==> config.mk <==
export PLATFORM = sky130hd
export DESIGN_NAME = bip_control_unit_flat
export DESIGN_NICKNAME = d
export VERILOG_FILES = /design/src/rtl/bip_control_unit_if.sv /design/src/rtl/bip_control_unit.sv /design/src/flat_wrapper.sv
export SDC_FILE = /design/constraint.sdc
export NUM_CORES = 1
export LEC_CHECK = 0
export ABC_AREA = 1
export CORE_UTILIZATION = 41
export CTS_BUF_LIST = sky130_fd_sc_hd__clkbuf_8
export DETAILED_ROUTE_END_ITERATION = 8
export MAX_ROUTING_LAYER = met4
export PLACE_DENSITY = 0.87
export SLEW_MARGIN = 20
export SYNTH_ARGS = -nofsm -noshare
export SYNTH_HDL_FRONTEND = slang
export SYNTH_SLANG_ARGS = --single-unit
==> constraint.sdc <==
create_clock -name CLK -period 3.55 [get_ports CLK]
set_input_delay 1.065 -clock CLK [delete_from_list [all_inputs] [get_ports CLK]]
set_output_delay 1.065 -clock CLK [all_outputs]
set_load 0.05 [all_outputs]
==> src/rtl/bip_control_unit_if.sv <==
// Bus between the BIP control unit, the program memory and the datapath.
// The "master" modport is the control unit's view; the "slave" modport is
// the environment (program memory plus datapath).
// BIP_CYCLE_COUNT_EN adds the CYCLES counter output to the bundle.
interface bip_control_unit_if #(
  parameter int PC_WIDTH   = 11,
  parameter int DATA_WIDTH = 16
);
  logic                  RUN;
  logic [PC_WIDTH-1:0]   PM_ADDR;
  logic [DATA_WIDTH-1:0] PM_DATA;
  logic [10:0]           OPERAND;
  logic [1:0]            SEL_A;
  logic                  SEL_B;
  logic                  OP;
  logic                  WR_ACC;
  logic                  WR_RAM;
  logic                  RD_RAM;
  logic                  HALTED;
  logic [PC_WIDTH-1:0]   PC;
`ifdef BIP_CYCLE_COUNT_EN
  logic [15:0]           CYCLES;
`endif

  modport master (
    input  RUN, PM_DATA,
    output PM_ADDR, OPERAND, SEL_A, SEL_B, OP, WR_ACC, WR_RAM, RD_RAM,
           HALTED, PC
`ifdef BIP_CYCLE_COUNT_EN
    , output CYCLES
`endif
  );

  modport slave (
    output RUN, PM_DATA,
    input  PM_ADDR, OPERAND, SEL_A, SEL_B, OP, WR_ACC, WR_RAM, RD_RAM,
           HALTED, PC
`ifdef BIP_CYCLE_COUNT_EN
    , input CYCLES
`endif
  );
endinterface

==> src/rtl/bip_control_unit.sv <==
// BIP instruction sequencer: owns the PC, addresses program memory, decodes
// each fetched instruction and strobes accumulator/ALU/data-RAM controls.
// Every instruction takes a FETCH and an EXEC cycle; HLT parks the machine
// in HALT until reset. Strobes are combinational from state and PM_DATA so
// they drop the instant reset is asserted.
// Optional feature macro: BIP_CYCLE_COUNT_EN adds a saturating 16-bit
// CYCLES counter of FETCH/EXEC cycles.
module bip_control_unit #(
  parameter int PC_WIDTH     = 11,
  parameter int DATA_WIDTH   = 16,
  parameter int OPCODE_WIDTH = 5
) (
  input  logic               CLK,
  input  logic               RESET,
  bip_control_unit_if.master bus
);

  localparam int OPERAND_WIDTH = DATA_WIDTH - OPCODE_WIDTH;

  // Opcode map
  localparam logic [OPCODE_WIDTH-1:0] OPC_HLT  = 5'b00000;
  localparam logic [OPCODE_WIDTH-1:0] OPC_STO  = 5'b00001;
  localparam logic [OPCODE_WIDTH-1:0] OPC_LD   = 5'b00010;
  localparam logic [OPCODE_WIDTH-1:0] OPC_LDI  = 5'b00011;
  localparam logic [OPCODE_WIDTH-1:0] OPC_ADD  = 5'b00100;
  localparam logic [OPCODE_WIDTH-1:0] OPC_ADDI = 5'b00101;
  localparam logic [OPCODE_WIDTH-1:0] OPC_SUB  = 5'b00110;
  localparam logic [OPCODE_WIDTH-1:0] OPC_SUBI = 5'b00111;

  // Accumulator source select encodings
  localparam logic [1:0] SEL_A_RAM = 2'd0;
  localparam logic [1:0] SEL_A_IMM = 2'd1;
  localparam logic [1:0] SEL_A_ALU = 2'd2;

  localparam logic [PC_WIDTH-1:0] PC_ONE  = {{(PC_WIDTH-1){1'b0}}, 1'b1};
  localparam logic [PC_WIDTH-1:0] PC_ZERO = {PC_WIDTH{1'b0}};

  typedef enum logic [1:0] {
    ST_IDLE  = 2'd0,
    ST_FETCH = 2'd1,
    ST_EXEC  = 2'd2,
    ST_HALT  = 2'd3
  } state_t;

  state_t                   state_r;
  state_t                   state_next_s;
  logic [PC_WIDTH-1:0]      pc_r;
  logic [PC_WIDTH-1:0]      pc_next_s;

  logic [OPCODE_WIDTH-1:0]  opcode_s;
  logic [OPERAND_WIDTH-1:0] operand_s;
  logic [1:0]               sel_a_s;
  logic                     sel_b_s;
  logic                     op_s;
  logic                     wr_acc_s;
  logic                     wr_ram_s;
  logic                     rd_ram_s;

  assign opcode_s = bus.PM_DATA[DATA_WIDTH-1:OPERAND_WIDTH];

  // State and program counter registers
  always_ff @(posedge CLK or negedge RESET) begin
    if (!RESET) begin
      state_r <= ST_IDLE;
      pc_r    <= PC_ZERO;
    end else begin
      state_r <= state_next_s;
      pc_r    <= pc_next_s;
    end
  end

  // Next-state, PC advance and instruction decode; strobes only in EXEC
  always_comb begin
    state_next_s = state_r;
    pc_next_s    = pc_r;
    operand_s    = {OPERAND_WIDTH{1'b0}};
    sel_a_s      = SEL_A_RAM;
    sel_b_s      = 1'b0;
    op_s         = 1'b0;
    wr_acc_s     = 1'b0;
    wr_ram_s     = 1'b0;
    rd_ram_s     = 1'b0;

    case (state_r)
      ST_IDLE: begin
        if (bus.RUN) begin
          state_next_s = ST_FETCH;
        end else begin
          state_next_s = ST_IDLE;
        end
      end

      ST_FETCH: begin
        // Dropping RUN here abandons the fetch; the PC stays put so the
        // same instruction is fetched again on resume.
        if (bus.RUN) begin
          state_next_s = ST_EXEC;
        end else begin
          state_next_s = ST_IDLE;
        end
      end

      ST_EXEC: begin
        operand_s = bus.PM_DATA[OPERAND_WIDTH-1:0];
        // HLT leaves the PC pointing at itself; everything else advances
        // and wraps naturally at the top of program memory.
        if (opcode_s == OPC_HLT) begin
          state_next_s = ST_HALT;
          pc_next_s    = pc_r;
        end else begin
          state_next_s = ST_FETCH;
          pc_next_s    = pc_r + PC_ONE;
        end

        case (opcode_s)
          OPC_STO: begin
            wr_ram_s = 1'b1;
          end
          OPC_LD: begin
            sel_a_s  = SEL_A_RAM;
            rd_ram_s = 1'b1;
            wr_acc_s = 1'b1;
          end
          OPC_LDI: begin
            sel_a_s  = SEL_A_IMM;
            wr_acc_s = 1'b1;
          end
          OPC_ADD: begin
            sel_a_s  = SEL_A_ALU;
            sel_b_s  = 1'b0;
            op_s     = 1'b0;
            rd_ram_s = 1'b1;
            wr_acc_s = 1'b1;
          end
          OPC_ADDI: begin
            sel_a_s  = SEL_A_ALU;
            sel_b_s  = 1'b1;
            op_s     = 1'b0;
            wr_acc_s = 1'b1;
          end
          OPC_SUB: begin
            sel_a_s  = SEL_A_ALU;
            sel_b_s  = 1'b0;
            op_s     = 1'b1;
            rd_ram_s = 1'b1;
            wr_acc_s = 1'b1;
          end
          OPC_SUBI: begin
            sel_a_s  = SEL_A_ALU;
            sel_b_s  = 1'b1;
            op_s     = 1'b1;
            wr_acc_s = 1'b1;
          end
          default: begin
            // HLT and the unassigned NOP range drive no strobes.
            wr_acc_s = 1'b0;
          end
        endcase
      end

      ST_HALT: begin
        state_next_s = ST_HALT;
      end

      default: begin
        state_next_s = ST_IDLE;
      end
    endcase
  end

  assign bus.PM_ADDR = pc_r;
  assign bus.PC      = pc_r;
  assign bus.HALTED  = (state_r == ST_HALT);
  assign bus.OPERAND = operand_s;
  assign bus.SEL_A   = sel_a_s;
  assign bus.SEL_B   = sel_b_s;
  assign bus.OP      = op_s;
  assign bus.WR_ACC  = wr_acc_s;
  assign bus.WR_RAM  = wr_ram_s;
  assign bus.RD_RAM  = rd_ram_s;

`ifdef BIP_CYCLE_COUNT_EN
  logic [15:0] cycles_r;

  // Count FETCH/EXEC cycles, saturating; frozen in IDLE and HALT
  always_ff @(posedge CLK or negedge RESET) begin
    if (!RESET) begin
      cycles_r <= 16'd0;
    end else if (((state_r == ST_FETCH) || (state_r == ST_EXEC)) &&
                 (cycles_r != 16'hFFFF)) begin
      cycles_r <= cycles_r + 16'd1;
    end else begin
      cycles_r <= cycles_r;
    end
  end

  assign bus.CYCLES = cycles_r;
`endif

endmodule

==> src/flat_wrapper.sv <==
// flat-port wrapper written by rule: the top's interface ports become plain ports
module bip_control_unit_flat 
#(
  parameter int PC_WIDTH     = 11,
  parameter int DATA_WIDTH   = 16,
  parameter int OPCODE_WIDTH = 5
)
  (CLK, RESET, bus_RUN, bus_PM_DATA, bus_PM_ADDR, bus_OPERAND, bus_SEL_A, bus_SEL_B, bus_OP, bus_WR_ACC, bus_WR_RAM, bus_RD_RAM, bus_HALTED, bus_PC);
  bip_control_unit_if #(.PC_WIDTH(PC_WIDTH), .DATA_WIDTH(DATA_WIDTH)) bus_i ();
  input  logic CLK;
  input  logic RESET;
  input wire logic [$bits(bus_i.RUN)-1:0] bus_RUN;
  input wire logic [$bits(bus_i.PM_DATA)-1:0] bus_PM_DATA;
  output wire logic [$bits(bus_i.PM_ADDR)-1:0] bus_PM_ADDR;
  output wire logic [$bits(bus_i.OPERAND)-1:0] bus_OPERAND;
  output wire logic [$bits(bus_i.SEL_A)-1:0] bus_SEL_A;
  output wire logic [$bits(bus_i.SEL_B)-1:0] bus_SEL_B;
  output wire logic [$bits(bus_i.OP)-1:0] bus_OP;
  output wire logic [$bits(bus_i.WR_ACC)-1:0] bus_WR_ACC;
  output wire logic [$bits(bus_i.WR_RAM)-1:0] bus_WR_RAM;
  output wire logic [$bits(bus_i.RD_RAM)-1:0] bus_RD_RAM;
  output wire logic [$bits(bus_i.HALTED)-1:0] bus_HALTED;
  output wire logic [$bits(bus_i.PC)-1:0] bus_PC;
  assign bus_i.RUN = bus_RUN;
  assign bus_i.PM_DATA = bus_PM_DATA;
  assign bus_PM_ADDR = bus_i.PM_ADDR;
  assign bus_OPERAND = bus_i.OPERAND;
  assign bus_SEL_A = bus_i.SEL_A;
  assign bus_SEL_B = bus_i.SEL_B;
  assign bus_OP = bus_i.OP;
  assign bus_WR_ACC = bus_i.WR_ACC;
  assign bus_WR_RAM = bus_i.WR_RAM;
  assign bus_RD_RAM = bus_i.RD_RAM;
  assign bus_HALTED = bus_i.HALTED;
  assign bus_PC = bus_i.PC;
  bip_control_unit #(.PC_WIDTH(PC_WIDTH), .DATA_WIDTH(DATA_WIDTH), .OPCODE_WIDTH(OPCODE_WIDTH)) u_core (.CLK(CLK), .RESET(RESET), .bus(bus_i));
endmodule
==> impl_metrics.env, run 1 <==
export IMPL_gr_usage_all_layers=0.241
export IMPL_total_power_uw=1200
export IMPL_drc_errors=0
export IMPL_syn_nets=168
export IMPL_clock_sinks=13
export IMPL_path_clk_slew_ns=0.05
export IMPL_die_area_um2=2670
export IMPL_hold_viol=0
export IMPL_finalCritPeriodShare=0.967
export IMPL_ios=60
export IMPL_rsz0062_at_grt="no"
export IMPL_start_util=0.444
export IMPL_setup_ws_ns=0.115
export IMPL_cts_setup_buffers=0
export IMPL_grt_overflow=0
export IMPL_worstPathMaxFanout=2
export IMPL_num_antenna_cells=0
export IMPL_p_leak_uw=0.000813
export IMPL_path_cells="clkdlybuf4s50_1 > inv_1 > nor2_2 > inv_1 > nor2_2 > inv_1 > nor2_2 > buf_12"
export IMPL_fin_tns_setup_ns=0
export IMPL_power_density_nw_per_um2=670
export IMPL_cts_tree="built"
export IMPL_synthFlopType="dfrtp_1"
export IMPL_finalSetupViolations=0
export IMPL_yosys_warnings=0
export IMPL_syn_cell_area_um2=1010
export IMPL_synth_seq_cells=13
export IMPL_cts_resized=0
export IMPL_crit_type="input pin to output pin"
export IMPL_slew_limit_headroom=0.608
export IMPL_drive_gt1_frac=0.210
export IMPL_via_count=1073
export IMPL_detailed_place_hpwl_mm=2.19
export IMPL_async_flop_share=1.00
export IMPL_yosysMostFrequentCell="inv_1"
export IMPL_max_cap_violations=0
export IMPL_syn_inst=148
export IMPL_grt_pass1_vias=1043
export IMPL_via_per_inst=4.71
export IMPL_areaGrowthSynthToFinish_pct=76.8
export IMPL_drt_first_iter_violations=18
export IMPL_max_stage_delay_ns=0.49
export IMPL_die_h_um=51.6
export IMPL_ys_top_cells_by_count="32 x inv_1, 31 x nand2_1, 22 x nor2_1, 13 x dfrtp_1, 11 x buf_4"
export IMPL_preCtsSetupSlack_ns=0.0718
export IMPL_dr_pass1_iters=4
export IMPL_h_tree_depth=1
export IMPL_synth_cell_type_count=24
export IMPL_nNetsFinal=221
export IMPL_ir_worst_vdd_mv=0.869
export IMPL_tightest_slew_ns=0.587
export IMPL_portBuffers=59
export IMPL_slowest_stage="clkdlybuf4s50_1"
export IMPL_clock_skew_ns=0.00381
export IMPL_crit_arrival_ns=2.37
export IMPL_ant_nets=0
export IMPL_cp_start_kind="input pin"
export IMPL_fp_row_count=17
export IMPL_clk_latency_ns=0.25
export IMPL_outcome="finished clean"
export IMPL_min_path_type="flop to flop"
export IMPL_place_congestion=0.885
export IMPL_routed_wl_mm=2.74
export IMPL_grt_max_degree=14
export IMPL_max_freq_mhz=291
export IMPL_required_ns=2.48
export IMPL_synth_top_area_frac=0.322
export IMPL_synth_top_cells_by_area="dfrtp_1 32%, inv_1 12%, nand2_1 12%, buf_4 8.2%, nor2_1 8.2%"
export IMPL_synth_seq_area_share=0.322
export IMPL_hold_buffers=0
export IMPL_synth_edff_count=0
export IMPL_finalMaxSlewViolations=0
export IMPL_antenna_found_initial=0
export IMPL_layout_min_cycle_time_ns=3.43
export IMPL_crit_path_end_kind="output pin"
export IMPL_grt_pass1_wl_mm=4.51
export IMPL_synth_avg_cell_area_um2=6.82
export IMPL_wire_per_inst_um=12.0
export IMPL_cts_buffers_inserted=3
export IMPL_fp_dieW_um=51.6
export IMPL_cts_root_buf="clkbuf_8"
export IMPL_cts_path_max_buffers=2
export IMPL_core_area_um2=2280
export IMPL_synth_top_cell_by_area="dfrtp_1"
final cells by class:
cell class                      instances  area (µm²)
Clock inverter                          1        5.00
Fill cell                             157         490
Inverter                               34         128
Tap cell                               28        35.0
Multi-Input combinational cell         88         465
Clock buffer                            3        41.3
Timing Repair Buffer                   61         786
Sequential cell                        13         325
path summary, 6_finish.rpt:
path | slack [ns] | endpoint | cells past startpoint | start
worst min register to register | 0.54 | u_core.bus.PC[10] | 2 | u_core.bus.PC[10]
min in group asynchronous | 1.19 | u_core.bus.PC[5] | 1 | RESET
max in group asynchronous | 1.98 | u_core.bus.PC[9] | 1 | RESET
worst max register to register | 2.19 | u_core.bus.PC[10] | 6 | u_core.bus.PC[0]
worst max-delay path | 0.12 | bus_OP | 8 | bus_PM_DATA[13]
worst min-delay path | 0.54 | u_core.bus.PC[10] | 2 | u_core.bus.PC[10]
cells by family after synthesis:
kind of cell,Yosys count,share of synthesized area
xor gates and xnor gates,4,0.0421
DFF,13,0.322
adders and majority gates,1,0.0124
AOI/OAI and AO/OA,11,0.0545
buffers and inverters,47,0.224
and+or+nand+nor,72,0.344
per-layer routing:
| layer | vias to the layer above | GRT usage | share of wire |
|---|---|---|---|
| met5 | - | - | 0 |
| met3 | 7 | 0.0673 | 0.057 |
| met2 | 39 | 0.437 | 0.56 |
| met1 | 499 | 0.239 | 0.37 |
| li1 | 528 | - | - |
| met4 | 0 | 0.104 | 0.019 |
where the power goes:
part / total [µW] / leakage, µW / internal [µW] / switching (µW)
Combinational: 815 / 0.000617 / 292 / 523
Clock: 134 / 0.0000255 / 77.6 / 55.9
Sequential: 247 / 0.000171 / 188 / 58.8
placed cells by master (no fill, tap or decap), drive strengths merged, types with 3 or more instances in the layout:
master / n
nor2: 27
o21ai: 10
clkdlybuf4s50: 41
inv: 34
xor2: 3
dfrtp: 13
clkbuf: 3
buf: 20
nand2: 35
nand3: 5
state kept, by name, indices dropped and copies added, names as in the netlist:
signal and cells:
u_core.state_r 2, u_core.bus.PC 11
stage by stage:
stage / cell area (µm²) / utilization / hold WS [ns] / std cells
2_1_floorplan: 1010 / - / 0.498 / 148
3_3_place_gp: 1740 / 0.763 / 0.507 / 224
3_5_place_dp: 1740 / 0.763 / 0.530 / 224
4_1_cts: 1780 / 0.783 / 0.543 / 228
5_1_grt: 1790 / 0.784 / 0.578 / 228
6_report: 1790 / 0.784 / 0.537 / 228
worst max-delay path: cells and delay by family:
family | cells | cell delay (ns)
simple gates | 3 | 0.44
buf+inv | 5 | 0.88
Power figures use the tool's default switching activity.
==> run 2, diff against run 1 <==
--- a/config.mk
+++ b/config.mk
@@ -8,6 +8,7 @@
 export ABC_AREA = 1
 export CORE_UTILIZATION = 41
 export CTS_BUF_LIST = sky130_fd_sc_hd__clkbuf_8
+export CTS_CLUSTER_DIAMETER = 150
 export DETAILED_ROUTE_END_ITERATION = 8
 export MAX_ROUTING_LAYER = met4
 export PLACE_DENSITY = 0.87
==> results of run 2 <==
The final DEF is identical to that of run 1; final timing and power are the same.
==> run 3, diff against run 2 <==
--- a/config.mk
+++ b/config.mk
@@ -6,12 +6,12 @@
 export NUM_CORES = 1
 export LEC_CHECK = 0
 export ABC_AREA = 1
-export CORE_UTILIZATION = 41
-export CTS_BUF_LIST = sky130_fd_sc_hd__clkbuf_8
+export CORE_UTILIZATION = 40
 export CTS_CLUSTER_DIAMETER = 150
 export DETAILED_ROUTE_END_ITERATION = 8
+export HOLD_SLACK_MARGIN = 0.05
 export MAX_ROUTING_LAYER = met4
-export PLACE_DENSITY = 0.87
+export PLACE_DENSITY = 0.85
 export SLEW_MARGIN = 20
 export SYNTH_ARGS = -nofsm -noshare
 export SYNTH_HDL_FRONTEND = slang
==> impl_metrics.env, run 3 (same netlist as run 1, synthesis figures left out) <==
export IMPL_outcome="finished clean"
export IMPL_max_freq_mhz=293
export IMPL_grt_pass1_vias=1097
export IMPL_wire_per_inst_um=11.5
export IMPL_p_leak_uw=0.000806
export IMPL_rsz0062_at_grt="no"
export IMPL_crit_path_end_kind="output pin"
export IMPL_fp_dieW_um=52.2
export IMPL_via_per_inst=4.79
export IMPL_clock_sinks=13
export IMPL_finalMaxSlewViolations=0
export IMPL_drive_gt1_frac=0.205
export IMPL_worstPathMaxFanout=2
export IMPL_tightest_slew_ns=0.577
export IMPL_final_common_cell="clkdlybuf4s50_1"
export IMPL_ios=60
export IMPL_hold_viol=0
export IMPL_areaGrowthSynthToFinish_pct=74.7
export IMPL_place_area_um2=1740
export IMPL_ir_worst_vdd_mv=0.748
export IMPL_path_clk_slew_ns=0.08
export IMPL_fp_row_count=17
export IMPL_cts_tree="built"
export IMPL_final_area_um2=1760
export IMPL_layout_min_cycle_time_ns=3.41
export IMPL_max_cap_violations=0
export IMPL_whs_ns=0.549
export IMPL_clk_latency_ns=0.28
export IMPL_cts_path_max_buffers=2
export IMPL_finalSetupViolations=0
export IMPL_min_path_type="flop to flop"
export IMPL_power_density_nw_per_um2=649
export IMPL_h_tree_depth=1
export IMPL_cts_resized=0
export IMPL_drt_first_iter_violations=22
export IMPL_place_congestion=0.850
export IMPL_crit_type="input pin to output pin"
export IMPL_drc_errors=0
export IMPL_nNetsFinal=221
export IMPL_gr_usage_all_layers=0.228
export IMPL_die_area_um2=2730
export IMPL_p_switching_uw=624
export IMPL_num_antenna_cells=0
export IMPL_seqPwrFrac=0.215
export IMPL_routed_wl_mm=2.63
export IMPL_hold_buffers=0
export IMPL_core_area_um2=2300
export IMPL_grt_overflow=0
export IMPL_p_int_uw=521
export IMPL_ff2ff_setup_slack_ns=2.20
export IMPL_clockPowerShare=0.082
export IMPL_largest_reg_flops=11
export IMPL_combPwrFrac=0.703
export IMPL_sw_frac_of_total=0.545
export IMPL_slew_limit_headroom=0.614
export IMPL_detailed_place_hpwl_mm=2.12
export IMPL_cts_setup_buffers=0
export IMPL_die_h_um=52.2
export IMPL_start_util=0.440
export IMPL_dr_pass1_iters=4
export IMPL_cp_start_kind="input pin"
export IMPL_clock_skew_ns=0.00840
export IMPL_via_count=1091
export IMPL_final_cell_mix="41 x clkdlybuf4s50_1, 32 x inv_1, 31 x nand2_1"
export IMPL_cts_buffers_inserted=3
export IMPL_required_ns=2.48
export IMPL_grt_max_degree=14
export IMPL_portBuffers=59
export IMPL_antenna_found_initial=0
export IMPL_grt_pass1_wl_mm=4.47
export IMPL_ant_nets=0
export IMPL_crit_arrival_ns=2.35
export IMPL_finalCritPeriodShare=0.962
export IMPL_cts_root_buf="clkbuf_4"
==> run 3: changes by cell type in the layout (fill, tap and decap cells not counted) <==
cell,before,now
clkbuf_4,0,3
clkbuf_8,3,0
nor2_1,19,20
nor2_2,5,4
==> run 3: power groups by stage <==
stage / combinational, µW / sequential (µW) / clock (µW)
finish: 805 / 246 / 93.8
global route: 846 / 254 / 106
CTS: 812 / 245 / 96.8
detailed placement: 808 / 248 / 0
global placement: 794 / 243 / 0
floorplan: 449 / 333 / 0
==> run 3: layer usage <==
| layer | part of all wire | global-route usage | vias up |
|---|---|---|---|
| met2 | 0.55 | 0.410 | 46 |
| met3 | 0.061 | 0.0551 | 5 |
| met5 | 0 | - | - |
| met1 | 0.37 | 0.236 | 507 |
| met4 | 0.011 | 0.0921 | 0 |
| li1 | - | - | 533 |
==> run 3: worst paths after layout <==
| kind | start | to | cells after the start |
|---|---|---|---|
| min reg2reg | u_core.bus.PC[10] | u_core.bus.PC[10] | 2 |
| min in group asynchronous | RESET | u_core.bus.PC[9] | 1 |
| max | bus_PM_DATA[13] | bus_SEL_B | 8 |
| max reg2reg | u_core.bus.PC[1] | u_core.bus.PC[8] | 8 |
| min | u_core.bus.PC[10] | u_core.bus.PC[10] | 2 |
| max in group asynchronous | RESET | u_core.bus.PC[10] | 1 |
==> run 3: per-stage QoR <==
stage / total power [µW] / TNS [ns] / cells / worst slack, ns / util
2_1_floorplan: 783 / -0.552 / 148 / -0.276 / -
3_3_place_gp: 1040 / 0 / 224 / 0.190 / 0.756
3_5_place_dp: 1060 / 0 / 224 / 0.122 / 0.756
4_1_cts: 1150 / 0 / 228 / 0.122 / 0.768
5_1_grt: 1210 / 0 / 228 / 0.0291 / 0.768
6_report: 1140 / 0 / 228 / 0.136 / 0.768
==> run 3: cell type report <==
type,instances,area [µm²]
Clock buffer,3,22.5
Clock inverter,1,5.00
Fill cell,162,533
Inverter,34,128
Multi-Input combinational cell,88,463
Sequential cell,13,325
Tap cell,28,35.0
Timing Repair Buffer,61,786
==> run 3: critical path, stage by stage <==
cell and delay [ns]:
clkdlybuf4s50_1 0.50, inv_1 0.04, nor2_1 0.11, inv_1 0.06, nor2_2 0.17, inv_1 0.10
nor2_2 0.14, buf_12 0.15
